$ cat src/rtl/muldiv_pkg.sv
// Shared types, constants and helpers for the HI/LO multiply/divide sequencer.
package muldiv_pkg;

    typedef enum logic [3:0] {
        MD_MULT  = 4'd0,
        MD_MULTU = 4'd1,
        MD_DIV   = 4'd2,
        MD_DIVU  = 4'd3,
        MD_MADD  = 4'd4,
        MD_MADDU = 4'd5,
        MD_MSUB  = 4'd6,
        MD_MSUBU = 4'd7,
        MD_MTHI  = 4'd8,
        MD_MTLO  = 4'd9
    } muldiv_op_t;

    typedef enum logic [1:0] {
        IDLE = 2'd0,
        MUL  = 2'd1,
        DIV  = 2'd2,
        FIX  = 2'd3
    } muldiv_state_t;

    localparam int DIV_ITERS = 32;

    // Signed flavours sign-extend their operands; the rest zero-extend.
    function automatic logic op_is_signed(input muldiv_op_t o);
        return (o == MD_MULT) || (o == MD_DIV) || (o == MD_MADD) || (o == MD_MSUB);
    endfunction

    // Absolute value for signed operands, pass-through for unsigned ones.
    function automatic logic [31:0] magnitude(input logic [31:0] v, input logic sgn);
        return (sgn && v[31]) ? (32'd0 - v) : v;
    endfunction

    // Product of the 33-bit extended operands, kept modulo 2^64.
    function automatic logic [63:0] mul33(input logic [31:0] a, input logic [31:0] b,
                                          input logic sgn);
        logic [63:0] ea;
        logic [63:0] eb;
        ea = {{32{sgn & a[31]}}, a};
        eb = {{32{sgn & b[31]}}, b};
        return ea * eb;
    endfunction

endpackage

$ cat src/rtl/muldiv_sequencer_div_step.sv
// One iteration of a radix-2 restoring divider: shift in the next dividend
// bit, try to subtract the divisor, keep the result only if it did not go negative.
module div_step (
    input  logic [32:0] rem_i,
    input  logic [31:0] quo_i,
    input  logic [31:0] dvsr_i,
    output logic [32:0] rem_o,
    output logic [31:0] quo_o
);
    logic [32:0] shifted_s;
    logic [33:0] diff_s;
    logic        unused_s;

    // The remainder always stays below the divisor, so its top bit is never needed.
    assign unused_s = rem_i[32];

    // Trial subtraction and restore decision.
    always_comb begin
        shifted_s = {rem_i[31:0], quo_i[31]};
        diff_s    = {1'b0, shifted_s} - {2'b00, dvsr_i};
        if (diff_s[33]) begin
            rem_o = shifted_s;
            quo_o = {quo_i[30:0], 1'b0};
        end else begin
            rem_o = diff_s[32:0];
            quo_o = {quo_i[30:0], 1'b1};
        end
    end
endmodule

$ cat src/rtl/muldiv_sequencer.sv
// Multi-cycle multiply/divide controller owning the architectural HI/LO pair.
module muldiv_sequencer
    import muldiv_pkg::*;
#(
    parameter int MUL_LATENCY = 2
) (
    input  logic        clk,
    input  logic        reset,
    input  logic        start,
    input  logic [3:0]  op,
    input  logic [31:0] rs,
    input  logic [31:0] rt,
    input  logic        cancel,
    input  logic        read_hilo,
    output logic        stall,
    output logic        busy,
    output logic        done,
    output logic [31:0] hi,
    output logic [31:0] lo
);
    localparam logic [5:0] MUL_LAST = 6'(MUL_LATENCY - 1);
    localparam logic [5:0] DIV_LAST = 6'(DIV_ITERS - 1);

    muldiv_state_t state_q, state_d;
    muldiv_op_t    op_q, op_d, op_s;
    logic [5:0]    cnt_q, cnt_d;
    logic [31:0]   rs_q, rs_d, rt_q, rt_d;
    logic [32:0]   rem_q, rem_d;
    logic [31:0]   quo_q, quo_d, dvsr_q, dvsr_d;
    logic [31:0]   hi_q, hi_d, lo_q, lo_d;
    logic          done_q, done_d;

    logic [63:0]   prod_s, mul_res_s, acc_s;
    logic [32:0]   step_rem_s;
    logic [31:0]   step_quo_s, fix_quo_s, fix_rem_s;

    assign op_s   = muldiv_op_t'(op);
    assign prod_s = mul33(rs_q, rt_q, op_is_signed(op_q));

    // Multiplier pipe: operands are stable for the whole MUL phase, so the
    // final stage holds the product by the last count.
    generate
        if (MUL_LATENCY > 1) begin : g_pipe
            logic [63:0] pipe_q [MUL_LATENCY-1];
            logic [63:0] pipe_d [MUL_LATENCY-1];

            // Shift the product down the pipe one stage per cycle.
            always_comb begin
                pipe_d[0] = prod_s;
                for (int i = 1; i < MUL_LATENCY - 1; i++) begin
                    pipe_d[i] = pipe_q[i-1];
                end
            end

            // Pipe registers, cleared on reset.
            always_ff @(posedge clk) begin
                if (!reset) begin
                    for (int i = 0; i < MUL_LATENCY - 1; i++) begin
                        pipe_q[i] <= 64'd0;
                    end
                end else begin
                    for (int i = 0; i < MUL_LATENCY - 1; i++) begin
                        pipe_q[i] <= pipe_d[i];
                    end
                end
            end

            assign mul_res_s = pipe_q[MUL_LATENCY-2];
        end else begin : g_nopipe
            assign mul_res_s = prod_s;
        end
    endgenerate

    div_step u_div_step (
        .rem_i  (rem_q),
        .quo_i  (quo_q),
        .dvsr_i (dvsr_q),
        .rem_o  (step_rem_s),
        .quo_o  (step_quo_s)
    );

    // Accumulate variants and divide sign fix-up, evaluated from current HI/LO.
    always_comb begin
        case (op_q)
            MD_MADD, MD_MADDU: acc_s = {hi_q, lo_q} + mul_res_s;
            MD_MSUB, MD_MSUBU: acc_s = {hi_q, lo_q} - mul_res_s;
            default:           acc_s = mul_res_s;
        endcase
        if (op_q == MD_DIV) begin
            fix_quo_s = (rs_q[31] ^ rt_q[31]) ? (32'd0 - quo_q) : quo_q;
            fix_rem_s = rs_q[31] ? (32'd0 - rem_q[31:0]) : rem_q[31:0];
        end else begin
            fix_quo_s = quo_q;
            fix_rem_s = rem_q[31:0];
        end
    end

    // State register.
    always_ff @(posedge clk) begin
        if (!reset) begin
            state_q <= IDLE;
        end else begin
            state_q <= state_d;
        end
    end

    // Next-state logic; cancel always returns to IDLE.
    always_comb begin
        state_d = state_q;
        if (cancel) begin
            state_d = IDLE;
        end else begin
            case (state_q)
                IDLE: begin
                    case (op_s)
                        MD_MULT, MD_MULTU, MD_MADD, MD_MADDU,
                        MD_MSUB, MD_MSUBU: state_d = start ? MUL : IDLE;
                        MD_DIV, MD_DIVU:   state_d = start ? DIV : IDLE;
                        default:           state_d = IDLE;
                    endcase
                end
                MUL:     state_d = (cnt_q == MUL_LAST) ? IDLE : MUL;
                DIV:     state_d = (cnt_q == DIV_LAST) ? FIX : DIV;
                FIX:     state_d = IDLE;
                default: state_d = IDLE;
            endcase
        end
    end

    // Outputs: busy whenever an op is in flight, stall on any collision with it.
    always_comb begin
        busy  = (state_q != IDLE);
        stall = (state_q != IDLE) && (start || read_hilo);
    end

    // Datapath next values: operand latching, iteration and HI/LO writes.
    always_comb begin
        cnt_d  = cnt_q;
        op_d   = op_q;
        rs_d   = rs_q;
        rt_d   = rt_q;
        rem_d  = rem_q;
        quo_d  = quo_q;
        dvsr_d = dvsr_q;
        hi_d   = hi_q;
        lo_d   = lo_q;
        done_d = 1'b0;
        if (cancel) begin
            cnt_d = 6'd0;
        end else begin
            case (state_q)
                IDLE: begin
                    if (start) begin
                        case (op_s)
                            MD_MTHI: hi_d = rs;
                            MD_MTLO: lo_d = rs;
                            default: begin
                                cnt_d  = 6'd0;
                                op_d   = op_s;
                                rs_d   = rs;
                                rt_d   = rt;
                                rem_d  = 33'd0;
                                quo_d  = magnitude(rs, op_s == MD_DIV);
                                dvsr_d = magnitude(rt, op_s == MD_DIV);
                            end
                        endcase
                    end else begin
                        cnt_d = 6'd0;
                    end
                end
                MUL: begin
                    if (cnt_q == MUL_LAST) begin
                        {hi_d, lo_d} = acc_s;
                        done_d       = 1'b1;
                        cnt_d        = 6'd0;
                    end else begin
                        cnt_d = cnt_q + 6'd1;
                    end
                end
                DIV: begin
                    rem_d = step_rem_s;
                    quo_d = step_quo_s;
                    cnt_d = (cnt_q == DIV_LAST) ? 6'd0 : (cnt_q + 6'd1);
                end
                FIX: begin
                    lo_d   = fix_quo_s;
                    hi_d   = fix_rem_s;
                    done_d = 1'b1;
                    cnt_d  = 6'd0;
                end
                default: cnt_d = 6'd0;
            endcase
        end
    end

    // Datapath registers.
    always_ff @(posedge clk) begin
        if (!reset) begin
            cnt_q  <= 6'd0;
            op_q   <= MD_MULT;
            rs_q   <= 32'd0;
            rt_q   <= 32'd0;
            rem_q  <= 33'd0;
            quo_q  <= 32'd0;
            dvsr_q <= 32'd0;
            hi_q   <= 32'd0;
            lo_q   <= 32'd0;
            done_q <= 1'b0;
        end else begin
            cnt_q  <= cnt_d;
            op_q   <= op_d;
            rs_q   <= rs_d;
            rt_q   <= rt_d;
            rem_q  <= rem_d;
            quo_q  <= quo_d;
            dvsr_q <= dvsr_d;
            hi_q   <= hi_d;
            lo_q   <= lo_d;
            done_q <= done_d;
        end
    end

    assign hi   = hi_q;
    assign lo   = lo_q;
    assign done = done_q;

endmodule
$ cat config.mk
export PLATFORM = sky130hd
export DESIGN_NAME = muldiv_sequencer
export DESIGN_NICKNAME = d
export VERILOG_FILES = /design/src/rtl/muldiv_pkg.sv /design/src/rtl/muldiv_sequencer_div_step.sv /design/src/rtl/muldiv_sequencer.sv
export SDC_FILE = /design/constraint.sdc
export NUM_CORES = 2
export LEC_CHECK = 0
export ABC_CLOCK_PERIOD_IN_PS = 11200
export BUFFER_PORTS_ARGS = -buffer_cell sky130_fd_sc_hd__buf_4
export CAP_MARGIN = 20
export CORE_AREA = 2 2 392 394
export CTS_CLUSTER_DIAMETER = 60
export DETAILED_ROUTE_END_ITERATION = 12
export DIE_AREA = 0 0 394 396
export PLACE_DENSITY = 0.55
export SETUP_SLACK_MARGIN = 0.1
export SLEW_MARGIN = 20
export SYNTH_ARGS = -nofsm -noshare
export SYNTH_HDL_FRONTEND = slang
export SYNTH_SLANG_ARGS = --single-unit
$ cat constraint.sdc
create_clock -name clk -period 11.2 [get_ports clk]
set_input_delay 2.8 -clock clk [delete_from_list [all_inputs] [get_ports clk]]
set_output_delay 2.8 -clock clk [all_outputs]
set_load 0.02 [all_outputs]
==> impl_metrics.yaml <==
route:
  wl_met3_um: 13900
  detailed_route_via_count: 48600
  detail_route.first_pass.iterations: 9
  avgRoutedWirePerCell_um: 22.0
  routedLengthMet1_um: 88600
  dr.max_layer_used: "met5"
  detail_route.wirelength_um: 198000
  vias_per_cell: 5.40
  initialDrtViolationCount: 3947
  remaining_drc_errors: 0
  wl_met2_um: 89400
  final_antenna_net_count: 0
logic_synthesis:
  synth_nets: 8576
  leading_register_cell_type_out_of_synthesis: "dfxtp_1"
  asyncSetResetFlopFracSynth: 0
  synth_top_cell_by_area: "fa_1"
  synth_edf_count: 0
  flop_and_latch_count_out_of_synthesis: 300
  mappedNetlistArea_um2: 58800
  area_share_of_the_largest_cell_type_after_synthesis: 0.384
  post_synth_main_area_contributors: "fa_1 (38%), dfxtp_1 (10%), inv_1 (7.8%), nand2_1 (7.8%), ha_1 (6.8%)"
  synthesis.area_per_instance_um2: 8.33
  synthDistinctLibCells: 79
  synth.yosys.warnings: 0
  post_synth_inst_count: 7057
  yosysSeqAreaShare: 0.102
finish:
  layoutNonFillerInstCount: 8997
  nNetsFinal: 8459
  final_layout_size_suffix_gt1_frac: 0.0547
  syn_to_final_growth_pct: 7.23
worst_setup_path:
  r2r_setup_slack_ns: 1.14
  worst_ep_arrival_time_ns: 10.52
  timing.setup.critical_path_class: "reg2reg"
  max_stage_delay_ns: 1.25
  critical_r2r_capture: "g_pipe.pipe_q[0][60]"
  timing.critical_path.fanout_max: 21
  required_ns: 11.66
  setup.worst_path.end_class: "register"
  crit_slowest_cell: "fa_1"
  r2r.worst_path.cells: 28
  crit_path_frequent_cell: "fa_1"
  rr_startpoint: "op_q[3]"
  start_kind: "register"
sta:
  timing.final.crit_period_ns: 10.06
  timing.max_slew.rel_slack: 0.183
  fin_max_slew_vios: 0
  fin_setup_tns_ns: 0
  finalSetupViolations: 0
  worst_hold_slack_ns: 0.455
  fmaxAchievable_mhz: 99.4
  grt_setup_unrepaired: "no"
  min_period_over_period: 0.898
  worst-slew-pin-transition_ns: 1.22
  worst_clock_skew_ns: 0.0282
  hold_viol: 0
floorplan:
  die_height_um: 396
  floorplan.initialDensity: 0.388
  number_of_rows_created_at_floorplan: 143
  floorplan.core_area_um2: 152000
  die-area_um2: 156000
  boundaryPins: 140
  die_w_um: 394
place:
  count_of_input_and_output_buffers: 139
  gp_congestion: 0.931
  detailed_place_hpwl_um: 155000
  dp.cells: 8929
grt:
  overflow: 0
  grt_first_pass_wirelength_um: 307000
  grt_antenna_before_repair: 5
  maximum_number_of_pins_on_one_net_before_global_route_repair: 84
  first_global_vias: 49600
  global_route.usage.total: 0.255
clocking:
  post_cts.resized_instances: 0
  post_cts_hold_buffer_count: 0
  cts-root-buf: "clkbuf_16"
  post-cts-setup-buffers: 0
  cts.sink_count: 300
  cts_htree_levels: 2
  tritoncts: "yes"
  cts_buf_count: 39
  clk_transition_reported_paths_ns: 0.06
  clock_path_buffers: 3
  insertion_delay_ns: 0.59
run_status:
  run_status: "complete, no violations"
power:
  power_density_nw_per_um2: 72.3
  vdd_drop_max_mv: 0.0860
  p_leak_nw: 27.8
min_path:
  worst_hold_path.endpoint: "dvsr_q[30]"
  min_delay_path_depth: 2
  worstHoldPathType: "reg2reg"
  worstHoldStart: "dvsr_q[30]"
flow_run:
  cap_violations: 0
==> synth_stat cells, types with 69 or more instances <==
cell type	count
clkbuf_1	402
nand2_1	1224
inv_1	1226
nor3_1	76
and2_1	316
xnor2_1	197
a31oi_1	69
nor2_1	266
nand3_1	108
o21ai_0	239
ha_1	319
a21o_1	79
a21oi_1	320
xor2_1	122
fa_1	1127
dfxtp_1	300
==> stage by stage <==
| stage | cell area (um2) | utilization | power, mW | setup WS [ns] |
|---|---|---|---|---|
| floorplan | 58800 | - | 2.60 | 2.86 |
| global placement | 61800 | 0.408 | 3.25 | 1.31 |
| detailed placement | 61800 | 0.408 | 3.26 | 1.12 |
| CTS | 63000 | 0.416 | 4.54 | 1.09 |
| global route | 63000 | 0.416 | 4.82 | 0.595 |
| finish | 63000 | 0.416 | 4.56 | 1.14 |
==> how the worst max path moves through the flow <==
stage / start / end / slack, ns / depth (start not counted)
after floorplan: op_q[3] / g_pipe.pipe_q[0][60] / 2.86 / 29
after global placement: op_q[3] / g_pipe.pipe_q[0][60] / 1.31 / 28
after detailed placement: op_q[3] / g_pipe.pipe_q[0][60] / 1.12 / 28
after CTS: op_q[3] / g_pipe.pipe_q[0][60] / 1.09 / 28
after global routing: op_q[3] / g_pipe.pipe_q[0][58] / 0.59 / 28
final: op_q[3] / g_pipe.pipe_q[0][60] / 1.14 / 28
==> per-layer routing <==
layer | track usage | vias up
met5 | 0 | -
met4 | 0.0755 | 2
met3 | 0.0284 | 284
met2 | 0.407 | 1784
met1 | 0.363 | 24700
li1 | - | 21800
==> flip-flops by register name, summed over array words and instances (netlist names) <==
signal / count
cnt_q: 6
done: 1
dvsr_q: 31
g_pipe.pipe_q: 64
hi: 32
lo: 32
op_q: 4
quo_q: 32
rem_q: 32
rs_q: 32
rt_q: 32
state_q: 2
==> area by class of cell <==
class	instances	area (um2)
inverter	1227	4610
timing repair buffer	259	1970
fill	15300	88500
tap	2030	2540
multi-input combinational	5113	46700
clock buffer	48	1050
sequential	300	6010
clock inverter	19	190
antenna	1	2.50
==> cell families (layout without fill, tap and decap cells) <==
family | count (synthesis) | count (layout) | synth area share
and+or+nand+nor | 2267 | 2267 | 0.177
buffers and inverters | 1644 | 1553 | 0.105
adders and majority gates | 1446 | 1446 | 0.452
AOI/OAI and AO/OA | 1069 | 1069 | 0.115
xor gates and xnor gates | 320 | 320 | 0.0478
DFF | 300 | 300 | 0.102
muxes | 11 | 11 | 0.00187
other | 0 | 1 | 0
==> worst max-delay path, delay by kind of cell, from the launching register on <==
family	cells	cell delay (ns)
compound gates	4	0.69
fa+ha+maj	9	5.32
buf+inv	6	1.18
flops	1	0.36
mux	1	0.15
simple gates	8	2.22
==> power by group <==
part | internal [mW] | switching [mW]
Sequential | 1.13 | 0.120
Clock | 0.721 | 0.554
Combinational | 0.727 | 1.31
==> cells in the final DEF, fill, tap and decap left out, types with 13 or more instances in the layout <==
master	instances
a211oi_1	49
a21o_1	79
a21oi_1	318
a221oi_1	14
a222oi_1	23
a22oi_1	29
a311oi_1	13
a31oi_1	69
and2_1	317
and3_1	55
buf_4	257
clkbuf_16	39
dfxtp_1	294
fa_1	1127
ha_1	317
inv_1	1225
nand2_1	1224
nand2b_1	34
nand3_1	108
nand4_1	37
nor2_1	261
nor2b_1	20
nor3_1	75
nor4_1	25
o211ai_1	26
o21a_1	23
o21ai_0	239
o21bai_1	31
o31ai_1	45
o41ai_1	17
or2_2	13
or3_1	32
or4_1	16
xnor2_1	197
xor2_1	122
Power figures use the tool's default switching activity.
